File: config.mk
export PLATFORM = sky130hd
export DESIGN_NAME = trig_pacer
export DESIGN_NICKNAME = d
export VERILOG_FILES = /design/src/rtl/trig_pacer.sv
export SDC_FILE = /design/constraint.sdc
export NUM_CORES = 1
export LEC_CHECK = 0
export BUFFER_PORTS_ARGS = -buffer_cell sky130_fd_sc_hd__clkbuf_2
export CAP_MARGIN = 20
export CORE_AREA = 2 2 41 43
export CTS_CLUSTER_DIAMETER = 120
export DETAILED_ROUTE_END_ITERATION = 8
export DIE_AREA = 0 0 43 45
export PLACE_DENSITY = 0.77
export SYNTH_ARGS = -nofsm -noshare
export SYNTH_HDL_FRONTEND = slang
export SYNTH_SLANG_ARGS = --single-unit
File: constraint.sdc
create_clock -name clk -period 7.2 [get_ports clk]
set_input_delay 1.44 -clock clk [delete_from_list [all_inputs] [get_ports clk]]
set_output_delay 1.44 -clock clk [all_outputs]
set_load 0.01 [all_outputs]
File: src/rtl/trig_pacer.sv
// -----------------------------------------------------------------------------
// trig_pacer
//
// Purpose:
//   Trigger pacer that sits directly upstream of a toggle-based clock-domain
//   crossing for triggers. Incoming trigger requests are counted. They are
//   re-issued as single-cycle pulses spaced at least GAP clk cycles apart, so
//   the crossing never receives two triggers closer together than the
//   destination domain can resolve. Requests carry no identity, so only a
//   count is kept. When the count is full, further requests are dropped and
//   a sticky overflow flag is raised.
//
// Parameters:
//   GAP    minimum number of clk cycles between trig_o pulses (must be >= 2)
//   CNT_W  width of the pending-request counter; it saturates at 2**CNT_W-1
//
// Ports:
//   clk       in   1      clock
//   rst_n     in   1      asynchronous active-low reset
//   trig_i    in   1      trigger request, one request per high cycle
//   clr_ovf   in   1      synchronous clear of overflow (and drop_cnt)
//   trig_o    out  1      paced trigger, registered single-cycle pulse
//   pending   out  CNT_W  number of queued requests not yet issued
//   overflow  out  1      sticky flag, set when a request has been dropped
//   drop_cnt  out  16     saturating count of dropped requests
//                         (only present with TRIG_PACER_DROP_CNT_EN)
//
// Build option:
//   TRIG_PACER_DROP_CNT_EN  when defined, adds the drop_cnt port and counter.
//                           When undefined, overflow is the only loss report.
// -----------------------------------------------------------------------------
module trig_pacer #(
    parameter int GAP   = 4,
    parameter int CNT_W = 8
) (
    input  logic             clk,
    input  logic             rst_n,
    input  logic             trig_i,
    input  logic             clr_ovf,
    output logic             trig_o,
    output logic [CNT_W-1:0] pending,
    output logic             overflow
`ifdef TRIG_PACER_DROP_CNT_EN
    ,
    output logic [15:0]      drop_cnt
`endif
);

    // GAP >= 2, so GAP-1 always fits in $clog2(GAP) bits.
    localparam int               GAP_W    = $clog2(GAP);
    localparam logic [GAP_W-1:0] GAP_LOAD = GAP_W'(GAP - 1);
    localparam logic [CNT_W-1:0] CNT_MAX  = '1;

    logic             r_trig;
    logic [CNT_W-1:0] r_pending;
    logic [GAP_W-1:0] r_gap;
    logic             r_overflow;

    logic             w_take;
    logic             w_drop;
    logic [CNT_W-1:0] w_pending_next;
    logic [GAP_W-1:0] w_gap_next;
    logic             w_overflow_next;

    // A pulse is issued when the spacing window has expired and work is
    // available. The work can be a queued request or the request arriving now.
    // When the block is idle, this lets a fresh request bypass the queue with
    // one cycle of latency.
    always_comb begin
        w_take = (r_gap == '0) && ((r_pending != '0) || trig_i);
        // When a pulse is issued in the same cycle as a new request, the new
        // request takes the freed slot. So a full counter only drops when no
        // pulse is issued.
        w_drop = trig_i && !w_take && (r_pending == CNT_MAX);
    end

    always_comb begin
        w_pending_next = r_pending;
        w_gap_next     = r_gap;
        if (w_take) begin
            w_gap_next = GAP_LOAD;
            if (!trig_i) begin
                w_pending_next = r_pending - CNT_W'(1);
            end
        end else begin
            if (r_gap != '0) begin
                w_gap_next = r_gap - GAP_W'(1);
            end
            if (trig_i && !w_drop) begin
                w_pending_next = r_pending + CNT_W'(1);
            end
        end
    end

    // If a drop and a clear happen in the same cycle, the set wins. The flag
    // then reflects the loss that happened in the cycle of the clear.
    always_comb begin
        w_overflow_next = r_overflow;
        if (w_drop) begin
            w_overflow_next = 1'b1;
        end else if (clr_ovf) begin
            w_overflow_next = 1'b0;
        end
    end

    always_ff @(posedge clk or negedge rst_n) begin
        if (!rst_n) begin
            r_trig     <= 1'b0;
            r_pending  <= '0;
            r_gap      <= '0;
            r_overflow <= 1'b0;
        end else begin
            r_trig     <= w_take;
            r_pending  <= w_pending_next;
            r_gap      <= w_gap_next;
            r_overflow <= w_overflow_next;
        end
    end

    assign trig_o   = r_trig;
    assign pending  = r_pending;
    assign overflow = r_overflow;

`ifdef TRIG_PACER_DROP_CNT_EN
    logic [15:0] r_drop_cnt;
    logic [15:0] w_drop_cnt_next;

    // Same set-wins rule as the overflow flag. A drop that coincides with a
    // clear restarts the count at 1 rather than 0.
    always_comb begin
        w_drop_cnt_next = r_drop_cnt;
        if (w_drop) begin
            if (clr_ovf) begin
                w_drop_cnt_next = 16'd1;
            end else if (r_drop_cnt != 16'hFFFF) begin
                w_drop_cnt_next = r_drop_cnt + 16'd1;
            end
        end else if (clr_ovf) begin
            w_drop_cnt_next = 16'd0;
        end
    end

    always_ff @(posedge clk or negedge rst_n) begin
        if (!rst_n) begin
            r_drop_cnt <= 16'd0;
        end else begin
            r_drop_cnt <= w_drop_cnt_next;
        end
    end

    assign drop_cnt = r_drop_cnt;
`endif

endmodule

-- Word-level counts from Yosys, hierarchy flattened
Index checks and enable logic that the tools add are counted.
- multiplexer cells: 7
- $add $sub $neg: 3
- reduce and logical (&&, ||, !) cells: 14
- equality and inequality tests: 2
- operator list (operator ; count):
    2-to-1 mux 8 bit ; 3
    adder 8 x 1 -> 8 bit, second input constant ; 1
    == test 8 bit, second input constant ; 1
    nonzero test 2 bit ; 4
    nonzero test 8 bit ; 1
    subtractor 8 x 1 -> 8 bit, second input constant ; 1
    logical AND 1 bit ; 4
    2-to-1 mux 2 bit ; 2
    zero test 1 bit ; 2
    zero test 2 bit ; 1
    2-to-1 mux 1 bit ; 2
    inequality test 2 bit, second input constant ; 1
    AND reduction 2 bit ; 1
    subtractor 2 x 1 -> 2 bit, second input constant ; 1
    logical OR 1 bit ; 1
- word-level logic and storage cells: 30
- register bits: 12
- output and inout bits: 10

-- Longest topological paths before layout
- depth after elaboration: 10
- mapped depth: 10
- depth with buffers taken out: 10

-- Worst setup path after synthesis
OpenSTA, ideal clock, no wires.
- path type: input -> register
- from: input port trig_i
- to: register r_pending[7] (netlist: pending[7])
- data required time: 7.060 ns
- slack: 3.744 ns
- stages: 8
- arrival time: 3.316 ns
- path buffers: 0
- library setup time: 0.140 ns
- cell sequence: o21ai_0 > inv_1 > ha_1 > a211oi_1 > nor2_1 > and4_1 > a2111oi_0 > mux4_1
- word-level cells in the longest chain between the ends: 9
- elaborated cells on any way between the ends: 11
- those cells by class: eq/ne: 1; mux: 1; reduce/logical: 9
- RTL lines (what ; line ; text):
    start: declaration ; 38 ; input logic trig_i,
    logical OR 1 bit (*) ; 70 ; w_take = (r_gap == '0) && ((r_pending != '0) || trig_i);
    logical AND 1 bit (*) ; 70 ;
    net w_take ; 59 ; logic w_take;
    zero test 1 bit ; 74 ; w_drop = trig_i && !w_take && (r_pending == CNT_MAX);
    logical AND 1 bit (2 in series) ; 74 ;
    zero test 1 bit ; 89 ; if (trig_i && !w_drop) begin
    logical AND 1 bit ; 89 ;
    nonzero test 2 bit (no source line) ; n/a ;
    AND reduction 2 bit (no source line) ; n/a ;
    end signal: assignment ; 114 ; r_pending <= w_pending_next;
    end: declaration ; 55 ; logic [CNT_W-1:0] r_pending;
The timed path passes the listed nets; every way through them passes the cells marked *.
A chain may end at the register's enable or synchronous reset.

-- Worst setup path after layout
Ends and elaborated chain as after synthesis.

==> results.toml <==
[status]
outcome = "complete, no violations"

[setup_path]
cp_cell_sequence = "clkbuf_2 > o21ai_0 > inv_1 > ha_1 > a211oi_1 > nor2_1 > and4_1 > a2111oi_0 > mux4_1"
cp.arrival_ns = 3.82
r2r-start = "pending[0]"
critPathLaunch = "trig_i"
start_kind = "input pin"
crit_fanout = 7
reg2reg_to = "pending[7]"
critPathBufInv = 2
cp-end-kind = "flip-flop"
ff2ff_path_depth = 10
max_stage_delay_ns = 0.44
crit_family = "compound AO/OA/AOI/OAI gates"
critPathSlowestCell = "a2111oi_0"
worst_ep_required_time_ns = 7.35
crit_end = "pending[7]"
cp_num_cells = 9
ff2ff_setup_slack_ns = 3.81
path_class = "input pin to flip-flop"

[clock_network]
htree_levels = 1
cts_hold_buf = 0
insertion_delay_ns = 0.27
clockBufferDepth = 2
cts_tree = "yes"
cts.sinks = 12
root_buffer = "clkbuf_4"
cts_resized = 0
cts_setup_buffers = 0
cts_made_buffers = 3
path_clk_slew_ns = 0.08

[sta]
fin_crit_sh_pct = 51.0
skew_ns = 0.00519
max_freq_ghz = 0.273
maxSlewViolCount = 0
rsz0062_at_grt = "false"
final_hold_viol_count = 0
setup_viol = 0
tns_ns = 0
slew_headroom_pct = 70.6
whs_ns = 0.530
worstMarginPinSlew_ns = 0.430
finalCriticalPeriod_ns = 3.67

[floorplan]
fp.dieH_um = 45
fp-row-count = 14
die_w_um = 43
die_area_um2 = 1940
core_area_um2 = 1470
io_pins = 14
initial_utilization_pct = 54.4

[logic_synthesis]
ys.warnings.count = 0
yosysTopAreaCellShare_pct = 37.5
syn-num-nets = 91
synth_flop_cell = "dfrtp_1"
synth_cell_types = 32
synth_edf_count = 0
yosys_register_bits = 12
yosysSeqAreaShare_pct = 37.5
synth.largest_area_cell = "dfrtp_1"
yosys-top-cells-area = "dfrtp_1 38%, ha_1 11%, a21oi_1 4.4%"
async_reset_ff_share_pct = 100
syn_area_per_cell_um2 = 10.1
synth_area_um2 = 801
synth_cells = 79

[cells_and_area]
drive_above_1_share_pct = 23.4
fill_cells = 134
syn_to_final_growth_pct = 12.0
antenna_cells = 0
instances_no_fill = 110
fin_nets = 108

[pwr]
p_per_area_nw_per_um2 = 363
leakagePower_uw = 0.000452
ir_drop_v = 0.000236

[global_route]
overflow = 0
grt_pass1_wl_mm = 2.71
antenna_found_initial = 0
grt_pass1_vias = 634
grt_max_degree = 13
grt_use_total_pct = 18.7

[job]
drv_cap = 0

[detailed_routing]
drc_errors = 0
wirelength_mm = 1.60
wl_per_cell_um = 14.6
ant_nets = 0
drtIter0Drc = 12
vias = 669
vias_per_cell = 6.08
drtPass1Iterations = 4

[place]
io_buffer_count = 13
hpwl_mm = 1.21
placed_cells = 107
globalplace.congestion = 0.807

[hold_path]
hold_class = "flip-flop to flip-flop"
whs_path_depth = 2
==> layout by cell type, fill, tap and decap left out, types with 2 or more instances in the layout <==
cell,count
a21o_1,2
a21oi_1,7
clkbuf_2,13
clkbuf_4,3
dfrtp_1,12
ha_1,7
inv_1,7
mux2_2,2
nand2_1,4
nor2_1,5
nor2b_1,4
nor4_1,2
o21ai_0,4
o22ai_1,2
xnor2_1,2
==> how the worst min path moves through the flow <==
stage                   from        to  slack (ns)
CTS                 r_gap[1]  r_gap[1]        0.54
global placement    r_gap[1]  r_gap[1]        0.52
global route        overflow  overflow        0.57
detailed placement  r_gap[1]  r_gap[1]        0.52
finish              r_gap[1]  r_gap[1]        0.53
floorplan           r_gap[1]  r_gap[1]        0.49
==> worst register-to-register path, delay by kind of cell (launching register included) <==
kind                     cells  cell delay [ns]
AND/OR/NAND/NOR              4             0.87
adder cells (fa/ha/maj)      1             0.35
flip-flops                   1             0.44
AO/OA/AOI/OAI                3             1.02
multiplexers                 1             0.36
buffers and inverters        1             0.23
==> cells by family (layout without fill, tap and decap cells) <==
| family | Yosys count | after routing | share of synthesized area (%) |
|---|---|---|---|
| buffers and inverters | 9 | 24 | 5.16 |
| multiplexers | 4 | 4 | 7.97 |
| XOR/XNOR | 3 | 3 | 3.28 |
| adder cells (fa/ha/maj) | 8 | 8 | 13.4 |
| flip-flops | 12 | 12 | 37.5 |
| AO/OA/AOI/OAI | 21 | 21 | 16.7 |
| AND/OR/NAND/NOR | 22 | 22 | 15.9 |
==> cells in the mapped netlist, drive strengths merged, types with 2 or more instances <==
master,n
nor2b,4
nand2,4
a21oi,7
nor4,2
nor2,5
o22ai,2
dfrtp,12
o21ai,4
mux2,3
ha,7
a21o,2
xnor2,2
inv,8
==> area by class of cell <==
type / count / area, um2 / area share [%]
Multi-Input combinational cell: 58 / 459 / 51.2
Sequential cell: 12 / 300 / 33.5
Timing Repair Buffer: 13 / 65.1 / 7.25
Inverter: 8 / 30.0 / 3.35
Clock buffer: 3 / 22.5 / 2.51
Tap cell: 16 / 20.0 / 2.23
==> power by group <==
part,internal [uW],switching (uW)
clock,19.4,22.5
sequential,94.3,34.8
combinational,76.2,78.9
total,190,136
==> stage by stage <==
| step | setup slack [ns] | instance area (um2) | utilization (%) | power, uW |
|---|---|---|---|---|
| 3_3_place_gp | 3.45 | 875 | 59.4 | 277 |
| 3_5_place_dp | 3.31 | 875 | 59.4 | 284 |
| 6_report | 3.53 | 897 | 61.0 | 326 |
| 5_1_grt | 3.34 | 897 | 61.0 | 350 |
| 2_1_floorplan | 3.74 | 801 | - | 233 |
| 4_1_cts | 3.57 | 897 | 61.0 | 325 |
==> metal layers <==
metal / wire (um) / track usage [%] / vias up
met4: 22 / 7.27 / 0
met5: 0 / 0 / -
li1: - / - / 320
met1: 752 / 24.4 / 320
met3: 64 / 1.20 / 5
met2: 763 / 33.0 / 24
==> flip-flops by register name, indices dropped and copies added (netlist names) <==
name and count:
trig_o 1, overflow 1, r_gap 2, pending 8
Power figures use the tool's default switching activity.
